<file path="src/rtl/sid_dac_pkg.sv">
// Shared definitions for the dual DAC7611 serial transmitter: resolution,
// frame state encoding and the signed-to-offset-binary conversion.
package sid_dac_pkg;

   localparam int DAC_W = 12;

   typedef enum logic [1:0] {
      IDLE  = 2'd0,
      SHIFT = 2'd1,
      GAP   = 2'd2,
      LOAD  = 2'd3
   } dac_state_e;

   // Flipping the sign bit maps -2^(N-1)..2^(N-1)-1 onto 0..2^N-1.
   function automatic logic [DAC_W-1:0] to_offset_binary(input logic [DAC_W-1:0] value);
      return {~value[DAC_W-1], value[DAC_W-2:0]};
   endfunction

endpackage

</file>
<file path="src/rtl/dual_dac7611_tx_if.sv">
// Valid/ready sample-pair channel feeding the dual DAC transmitter.
interface dual_dac7611_tx_if
   import sid_dac_pkg::*;
#(
   parameter int DATA_W = DAC_W
);
   logic              s_valid;
   logic              s_ready;
   logic [DATA_W-1:0] sample_a;
   logic [DATA_W-1:0] sample_b;

   modport master (output s_valid, output sample_a, output sample_b, input s_ready);
   modport slave  (input s_valid, input sample_a, input sample_b, output s_ready);

endinterface

</file>
<file path="src/rtl/dual_dac7611_tx_clk_div.sv">
// Half-period counter for the DAC serial clock; phase_tick marks the last
// system cycle of each half period.
module dac_clk_div #(
   parameter int DIV = 2
) (
   input  logic clk,
   input  logic rst,
   input  logic load,
   input  logic en,
   output logic phase_tick
);

   localparam logic [7:0] LAST = 8'(DIV - 1);

   logic [7:0] cnt;

   // Restart on a new frame so the first half period is always a full DIV cycles.
   always_ff @(posedge clk or posedge rst) begin
      if (rst) begin
         cnt <= '0;
      end else if (load) begin
         cnt <= '0;
      end else if (en) begin
         cnt <= (cnt == LAST) ? '0 : cnt + 8'd1;
      end
   end

   assign phase_tick = en && (cnt == LAST);

endmodule

</file>
<file path="src/rtl/dual_dac7611_tx.sv">
// Dual DAC7611 transmitter: accepts a stereo sample pair, shifts both words out
// MSB-first on a shared serial clock, then pulses the shared load strobe.
module dual_dac7611_tx
   import sid_dac_pkg::*;
#(
   parameter int DATA_W    = DAC_W,
   parameter int DIV       = 2,
   parameter int SIGNED_IN = 0
) (
   input  logic                 wb_clk_i,
   input  logic                 wb_rst_i,
   dual_dac7611_tx_if.slave     s,
   output logic                 dac_clk,
   output logic                 dac_dat_1,
   output logic                 dac_dat_2,
   output logic                 dac_le_n,
   output logic                 busy
);

   localparam int BCW = $clog2(DATA_W);

   dac_state_e        state;
   dac_state_e        state_nx;
   logic [DATA_W-1:0] sreg_a;
   logic [DATA_W-1:0] sreg_b;
   logic [DATA_W-1:0] cap_a;
   logic [DATA_W-1:0] cap_b;
   logic [BCW-1:0]    bit_cnt;
   logic              phase_hi;
   logic              accept;
   logic              phase_tick;

   assign s.s_ready = (state == IDLE);
   assign busy      = (state != IDLE);
   assign accept    = s.s_valid && (state == IDLE);

   assign cap_a = (SIGNED_IN != 0) ? to_offset_binary(s.sample_a) : s.sample_a;
   assign cap_b = (SIGNED_IN != 0) ? to_offset_binary(s.sample_b) : s.sample_b;

   dac_clk_div #(.DIV(DIV)) u_clk_div (
      .clk        (wb_clk_i),
      .rst        (wb_rst_i),
      .load       (accept),
      .en         (busy),
      .phase_tick (phase_tick)
   );

   always_ff @(posedge wb_clk_i or posedge wb_rst_i) begin
      if (wb_rst_i) begin
         state <= IDLE;
      end else begin
         state <= state_nx;
      end
   end

   // A frame ends after the high phase of the last bit, then one GAP and one LOAD half period.
   always_comb begin
      state_nx = state;
      unique case (state)
         IDLE:    if (accept) state_nx = SHIFT;
         SHIFT:   if (phase_tick && phase_hi && (bit_cnt == '0)) state_nx = GAP;
         GAP:     if (phase_tick) state_nx = LOAD;
         LOAD:    if (phase_tick) state_nx = IDLE;
         default: state_nx = IDLE;
      endcase
   end

   // Data only moves on the falling dac_clk edge, giving DIV cycles of setup and hold.
   always_ff @(posedge wb_clk_i or posedge wb_rst_i) begin
      if (wb_rst_i) begin
         dac_clk   <= 1'b1;
         dac_dat_1 <= 1'b0;
         dac_dat_2 <= 1'b0;
         dac_le_n  <= 1'b1;
         sreg_a    <= '0;
         sreg_b    <= '0;
         bit_cnt   <= '0;
         phase_hi  <= 1'b0;
      end else begin
         dac_le_n <= (state_nx != LOAD);
         if (accept) begin
            sreg_a    <= cap_a;
            sreg_b    <= cap_b;
            dac_dat_1 <= cap_a[DATA_W-1];
            dac_dat_2 <= cap_b[DATA_W-1];
            dac_clk   <= 1'b0;
            phase_hi  <= 1'b0;
            bit_cnt   <= BCW'(DATA_W - 1);
         end else if ((state == SHIFT) && phase_tick) begin
            if (!phase_hi) begin
               dac_clk  <= 1'b1;
               phase_hi <= 1'b1;
            end else if (bit_cnt == '0) begin
               dac_dat_1 <= 1'b0;
               dac_dat_2 <= 1'b0;
               phase_hi  <= 1'b0;
            end else begin
               bit_cnt   <= bit_cnt - 1'b1;
               phase_hi  <= 1'b0;
               dac_clk   <= 1'b0;
               sreg_a    <= sreg_a << 1;
               sreg_b    <= sreg_b << 1;
               dac_dat_1 <= sreg_a[DATA_W-2];
               dac_dat_2 <= sreg_b[DATA_W-2];
            end
         end
      end
   end

endmodule

</file>
<file path="src/flat_wrapper.sv">
// flat-port wrapper written by rule: the top's interface ports become plain ports
module dual_dac7611_tx_flat import sid_dac_pkg::*;
#(
   parameter int DATA_W    = DAC_W,
   parameter int DIV       = 2,
   parameter int SIGNED_IN = 0
)
  (wb_clk_i, wb_rst_i, dac_clk, dac_dat_1, dac_dat_2, dac_le_n, busy, s_s_valid, s_sample_a, s_sample_b, s_s_ready);
  dual_dac7611_tx_if #(.DATA_W(DATA_W)) s_i ();
  input  logic wb_clk_i;
  input  logic wb_rst_i;
  output logic dac_clk;
  output logic dac_dat_1;
  output logic dac_dat_2;
  output logic dac_le_n;
  output logic busy;
  input wire logic [$bits(s_i.s_valid)-1:0] s_s_valid;
  input wire logic [$bits(s_i.sample_a)-1:0] s_sample_a;
  input wire logic [$bits(s_i.sample_b)-1:0] s_sample_b;
  output wire logic [$bits(s_i.s_ready)-1:0] s_s_ready;
  assign s_i.s_valid = s_s_valid;
  assign s_i.sample_a = s_sample_a;
  assign s_i.sample_b = s_sample_b;
  assign s_s_ready = s_i.s_ready;
  dual_dac7611_tx #(.DATA_W(DATA_W), .DIV(DIV), .SIGNED_IN(SIGNED_IN)) u_core (.wb_clk_i(wb_clk_i), .wb_rst_i(wb_rst_i), .s(s_i), .dac_clk(dac_clk), .dac_dat_1(dac_dat_1), .dac_dat_2(dac_dat_2), .dac_le_n(dac_le_n), .busy(busy));
endmodule
</file>
<file path="config.mk">
export PLATFORM = sky130hd
export DESIGN_NAME = dual_dac7611_tx_flat
export DESIGN_NICKNAME = d
export VERILOG_FILES = /design/src/rtl/sid_dac_pkg.sv /design/src/rtl/dual_dac7611_tx_if.sv /design/src/rtl/dual_dac7611_tx_clk_div.sv /design/src/rtl/dual_dac7611_tx.sv /design/src/flat_wrapper.sv
export SDC_FILE = /design/constraint.sdc
export NUM_CORES = 1
export LEC_CHECK = 0
export ABC_AREA = 1
export BUFFER_PORTS_ARGS = -buffer_cell sky130_fd_sc_hd__buf_2
export CAP_MARGIN = 10
export CORE_UTILIZATION = 35
export DETAILED_ROUTE_END_ITERATION = 12
export SLEW_MARGIN = 10
export SYNTH_ARGS = -nofsm -noshare
export SYNTH_HDL_FRONTEND = slang
export SYNTH_SLANG_ARGS = --single-unit
</file>
<file path="constraint.sdc">
create_clock -name wb_clk_i -period 2.55 [get_ports wb_clk_i]
set_input_delay 0.1275 -clock wb_clk_i [delete_from_list [all_inputs] [get_ports wb_clk_i]]
set_output_delay 0.1275 -clock wb_clk_i [all_outputs]
set_load 0.03 [all_outputs]
</file>
## Yosys cells after proc, flatten, opt, wreduce, memory -nomap -nowiden

Index checks and enable logic that the tools add are counted.

| storage, ports and cells | value |
|---|---|
| word-level logic and storage cells | 68 |
| bits of input ports | 27 |
| output and inout port bits | 6 |
| bits in registers | 41 |

| cells by class | value |
|---|---|
| add/sub/neg operators | 2 |
| equality and inequality tests | 7 |
| reduce and logical (&&, ||, !) cells | 14 |
| muxes and demuxes | 35 |

Operators by type and width:

| cell | number |
|---|---|
| 11-bit two-way mux | 8 |
| 8-bit two-way mux | 3 |
| 4-bit two-way mux | 4 |
| 1-bit two-way mux | 15 |
| 8-bit by 1-bit adder with 8-bit output, second input constant | 1 |
| 8-bit by 1-bit == test with 1-bit output, second input constant | 1 |
| 2-bit two-way mux | 4 |
| 2-bit case mux with 4 select lines | 1 |
| 2-bit nonzero test | 4 |
| 1-bit logical AND | 5 |
| 2-bit == test, second input constant | 2 |
| 4-bit logical NOT | 1 |
| 2-bit AND reduction | 2 |
| 4-bit by 1-bit subtractor with 4-bit output, second input constant | 1 |
| 3-bit != test, second input constant | 1 |
| 3-bit AND reduction | 1 |
| 2-bit by 1-bit == test with 1-bit output, second input constant | 1 |
| 2-bit logical NOT | 1 |
| 2-bit by 1-bit != test with 1-bit output, second input constant | 1 |
| 2-bit != test, second input constant | 1 |

## Longest topological paths before layout

| logic depth | value |
|---|---|
| word-level depth | 7 |
| mapped depth | 10 |

## By module

From an unflattened synthesis, not the netlist that was laid out.

| unflattened totals | value |
|---|---|
| cell total of the unflattened synthesis | 322 |
| area, all modules | 2294.7 µm² |

Modules (own cells, without submodules):

| module | area an instance (µm²) | sequential area each (µm²) | cells an instance | times used |
|---|---|---|---|---|
| dual_dac7611_tx | 1759.2 | 828.3 | 246 | 1 |
| dac_clk_div | 535.5 | 200.2 | 76 | 1 |

## Worst setup path after synthesis

Ideal clock, no wire load.

| path | value |
|---|---|
| path kind | reg-to-reg |
| from | register u_core.u_clk_div.cnt[1] |
| to | register u_core.bit_cnt[2] |
| cell stages (with the launch flop) | 11 |
| setup time | 0.117 ns |
| data required time | 2.433 ns |
| setup slack | 1.100 ns |
| data arrival time | 1.334 ns |
| cell sequence | dfrtp_1 inv_1 ha_1 nand2_1 nor2_1 nand3_2 nand2_4 nand2_4 buf_6 nand2_1 nand2_1 |

| on the way | value |
|---|---|
| longest elaborated chain between the ends | 5 |

RTL lines:

| item | line | text |
|---|---|---|
| from (decl) | dual_dac7611_tx_clk_div.sv:15 | `logic [7:0] cnt;` |
| from (signal assigned) | dual_dac7611_tx_clk_div.sv:24 | `cnt <= (cnt == LAST) ? '0 : cnt + 8'd1;` |
| 8-bit by 1-bit == test with 1-bit output | dual_dac7611_tx_clk_div.sv:28 | `assign phase_tick = en && (cnt == LAST);` |
| 1-bit logical AND | dual_dac7611_tx_clk_div.sv:28 |  |
| 1-bit logical AND | dual_dac7611_tx.sv:89 | `end else if ((state == SHIFT) && phase_tick) begin` |
| 2-bit nonzero test (no source line) | -- |  |
| 3-bit AND reduction (no source line) | -- |  |
| to (signal assigned) | dual_dac7611_tx.sv:88 | `bit_cnt <= BCW'(DATA_W - 1);` |
| to (signal assigned) | dual_dac7611_tx.sv:98 | `bit_cnt <= bit_cnt - 1'b1;` |
| to (decl) | dual_dac7611_tx.sv:28 | `logic [BCW-1:0] bit_cnt;` |

Every way passes these cells.
A chain may end at the register's enable or synchronous reset.

## Worst setup path after layout

| path | value |
|---|---|
| from | register u_core.bit_cnt[0] |
| to | register u_core.bit_cnt[3] |

| on the way | value |
|---|---|
| longest elaborated chain between the ends | 5 |
| elaborated cells on any way between the ends | 8 |
| classes of those cells | 1 x add/sub; 1 x eq/ne; 4 x mux; 2 x reduce/logical |

RTL lines:

| item | line | text |
|---|---|---|
| 4-bit by 1-bit subtractor with 4-bit output | dual_dac7611_tx.sv:98 |  |
| 4-bit two-way mux | dual_dac7611_tx.sv:93 | `end else if (bit_cnt == '0) begin` |
| 4-bit two-way mux | dual_dac7611_tx.sv:90 | `if (!phase_hi) begin` |
| 4-bit two-way mux | dual_dac7611_tx.sv:89 |  |
| 4-bit two-way mux | dual_dac7611_tx.sv:81 | `if (accept) begin` |

Parallel ways exist; a longest one is shown, timed or not. The select of a mux whose other input is x is not followed.

==> results_dict.tcl <==
set metrics [dict create \
    max_slew_margin_pct 49.16 \
    drt_first_pass_iters 4 \
    final_nets 372 \
    syn_area_um2 2292 \
    synth_fa_ha_area_share_pct 2.183 \
    synth_top_cell_by_area "dfrtp_1" \
    period_minus_slack_ps 2048 \
    die_w_um 82.93 \
    power-per-cell-area_nw_per_um2 979.7 \
    cts_num_sinks 41 \
    avgSynthCellArea_um2 7.370 \
    cp.required_ps 2730 \
    clockBufferDepth 2 \
    fin_area_um2 2592 \
    root_buffer "clkbuf_8" \
    post_cts_buffers 0 \
    clk_latency_ps 300 \
    synth_top_family_by_area "simple AND/OR/NAND/NOR gates" \
    muxShareOfSynthArea_pct 0 \
    n_fill_cell 673 \
    holdPathStages 3 \
    dpl_cell_area_um2 2466 \
    synth_async_sr_flop_share_pct 100.0 \
    max_freq_mhz 488.3 \
    synth_nets 342 \
    area_growth_pct 13.10 \
    grt_pass1_wl_um 8438 \
    r2r_end "u_core.bit_cnt[3]" \
    antenna_left 0 \
    status "finished clean" \
    worst-path-max-fanout 27 \
    synth-xor-area-share_pct 1.146 \
    h-tree-depth 2 \
    fp.dieH_um 82.93 \
    drive_gt1_share_pct 16.08 \
    min_path_type "in -> reg" \
    end_kind "flop" \
    fp.dieArea_um2 6877 \
    slew_violations 0 \
    grt_max_degree 42 \
    drt_iter0_drc 122 \
    skew_ps 8.398 \
    port_buffers 32 \
    yosysMostFrequentCell "nand2_1" \
    final_core_util_pct 40.83 \
    route.vias.total 1966 \
    gp_congestion 0.8012 \
    final-hold-violation-count 0 \
    yosysSeqAreaShare_pct 44.87 \
    cts.clk_slew.worst_paths_ps 80 \
    synthSimpleGateAreaFrac_pct 41.32 \
    worstHoldEndpoint "u_core.sreg_b[0]" \
    drc_errors 0 \
    setup_ws_ps 502.2 \
    vias_per_cell 4.692 \
    track_usage_pct 15.07 \
    worst_setup_path_start_kind "flop" \
    p_leak_nw 1.484 \
    setup_viol 0 \
    synth-edff-count 0 \
    worstRegToRegCells 7 \
    synthTopCellsByArea "dfrtp_1, nand2_1, nand3_1" \
    ys_ff_latch 41 \
    num_rows 29 \
    setup-tns-final_ps 0 \
    cts_resized 0 \
    io_pins 33 \
    synth-main-ff-cell "dfrtp_1" \
    overflow 0 \
    routed_wl_um 4784 \
    coreArea_um2 6350 \
    initial_utilization_pct 36.10 \
    grt_pass1_vias 1853 \
    synth_compound_area_share_pct 3.275 \
    worst_pin_slew_ps 759.7 \
    crit_type "reg -> reg" \
    diodes 0 \
    preCtsSetupSlack_ps 513.5 \
    rsz0062_at_grt "false" \
    ff2ff_setup_slack_ps 500 \
    hpwl_um 3042 \
    arrival_ps 2230 \
    netlist_top_cells_count "nand2_1, nand3_1, dfrtp_1" \
    wl_per_cell_um 11.42 \
    synthDistinctLibCells 26 \
    cts_hold_buf 1 \
    timing.final.crit_share_pct 80.31 \
    hp-start "s_sample_b[0]" \
    synthCells 311 \
    ir_drop_v 0.0005097 \
    r2r-start "u_core.bit_cnt[0]" \
    maxCapViolations 0 \
    numCtsBuffers 5 \
    yosysWarnings 0 \
    antenna_found_initial 0 \
    synth_top_area_share_pct 42.58 \
    cts_tree "done" \
]
-- report_power, final --
group / leakage, nW / total, mW / switching (mW) / internal [mW]
Sequential: 0.527 / 1.10 / 0.199 / 0.903
Combinational: 0.898 / 0.889 / 0.553 / 0.335
Clock: 0.0585 / 0.549 / 0.229 / 0.319
-- critical path, stage by stage, from the launching register on --
cell,delay (ps)
dfrtp_1,360
inv_1,80
ha_1,190
nor3b_2,170
o21ai_4,600
nand2_4,320
nand2_1,140
nand2_1,60
-- layout make-up --
cell class / instances / area (um2) / share of cell area (%)
clock buffer: 7 / 86.33 / 3.330
clock inverter: 1 / 30.03 / 1.158
inverter: 20 / 75.07 / 2.896
multi-input combinational: 239 / 1099 / 42.37
sequential: 41 / 1028 / 39.67
tap: 77 / 96.34 / 3.716
timing repair buffer: 34 / 177.7 / 6.853
-- layout by cell type, fill, tap and decap left out --
| cell | count |
|---|---|
| dfrtp_1 | 39 |
| o21ai_4 | 1 |
| o22ai_1 | 3 |
| dlygate4sd3_1 | 1 |
| nor2_2 | 1 |
| bufinv_16 | 1 |
| buf_4 | 1 |
| nand2_4 | 3 |
| clkbuf_1 | 1 |
| nor3b_2 | 1 |
| xnor2_1 | 1 |
| dfstp_2 | 2 |
| clkbuf_8 | 6 |
| nand3_1 | 40 |
| nor2_4 | 2 |
| ha_1 | 4 |
| xor2_1 | 2 |
| nand4_1 | 2 |
| nand3b_1 | 2 |
| inv_2 | 4 |
| nor3_1 | 1 |
| nor2_1 | 13 |
| buf_2 | 32 |
| nand2_1 | 153 |
| a21oi_1 | 1 |
| inv_1 | 16 |
| o21ai_0 | 7 |
| and2_1 | 1 |
| nand3_2 | 1 |
-- cells by family after synthesis --
family          after synthesis
fa+ha+maj                     4
xor+xnor                      3
buf+inv                      31
compound gates               12
simple gates                220
flops                        41
-- registers in the layout, indices dropped and copies added (netlist names) --
| register | flops |
|---|---|
| u_core.state | 2 |
| u_core.bit_cnt | 4 |
| u_core.sreg_b | 11 |
| u_core.dac_dat_1 | 1 |
| u_core.u_clk_div.cnt | 8 |
| u_core.dac_le_n | 1 |
| u_core.phase_hi | 1 |
| u_core.dac_clk | 1 |
| u_core.dac_dat_2 | 1 |
| u_core.sreg_a | 11 |
-- how the worst max path moves through the flow --
| stage | depth (start not counted) | slack (ps) | start | end |
|---|---|---|---|---|
| floorplan | 10 | 1100 | u_core.u_clk_div.cnt[1] | u_core.bit_cnt[2] |
| global placement | 7 | 500 | u_core.bit_cnt[0] | u_core.bit_cnt[3] |
| detailed placement | 7 | 510 | u_core.bit_cnt[0] | u_core.sreg_a[2] |
| CTS | 7 | 490 | u_core.bit_cnt[0] | u_core.bit_cnt[3] |
| global route | 7 | 340 | u_core.bit_cnt[0] | u_core.sreg_b[8] |
| finish | 7 | 500 | u_core.bit_cnt[0] | u_core.bit_cnt[3] |
-- metrics by stage --
step                      instances  power [mW]  hold slack [ps]
after floorplan                 311       1.820            244.1
after global placement          410       1.991            300.1
after detailed placement        410       2.004            300.1
after CTS                       419       2.573            23.88
after global routing            419       2.768            36.05
final                           419       2.540            28.58
-- layer usage --
layer / vias up / global-route usage (%) / share of wire, %
met4: 0 / 5.172 / 1.2
li1: 1035 / - / -
met3: 5 / 3.479 / 3.9
met5: - / 0 / 0
met2: 43 / 24.14 / 45
met1: 883 / 20.03 / 50
Note: power is estimated with default switching activity, not from simulation.
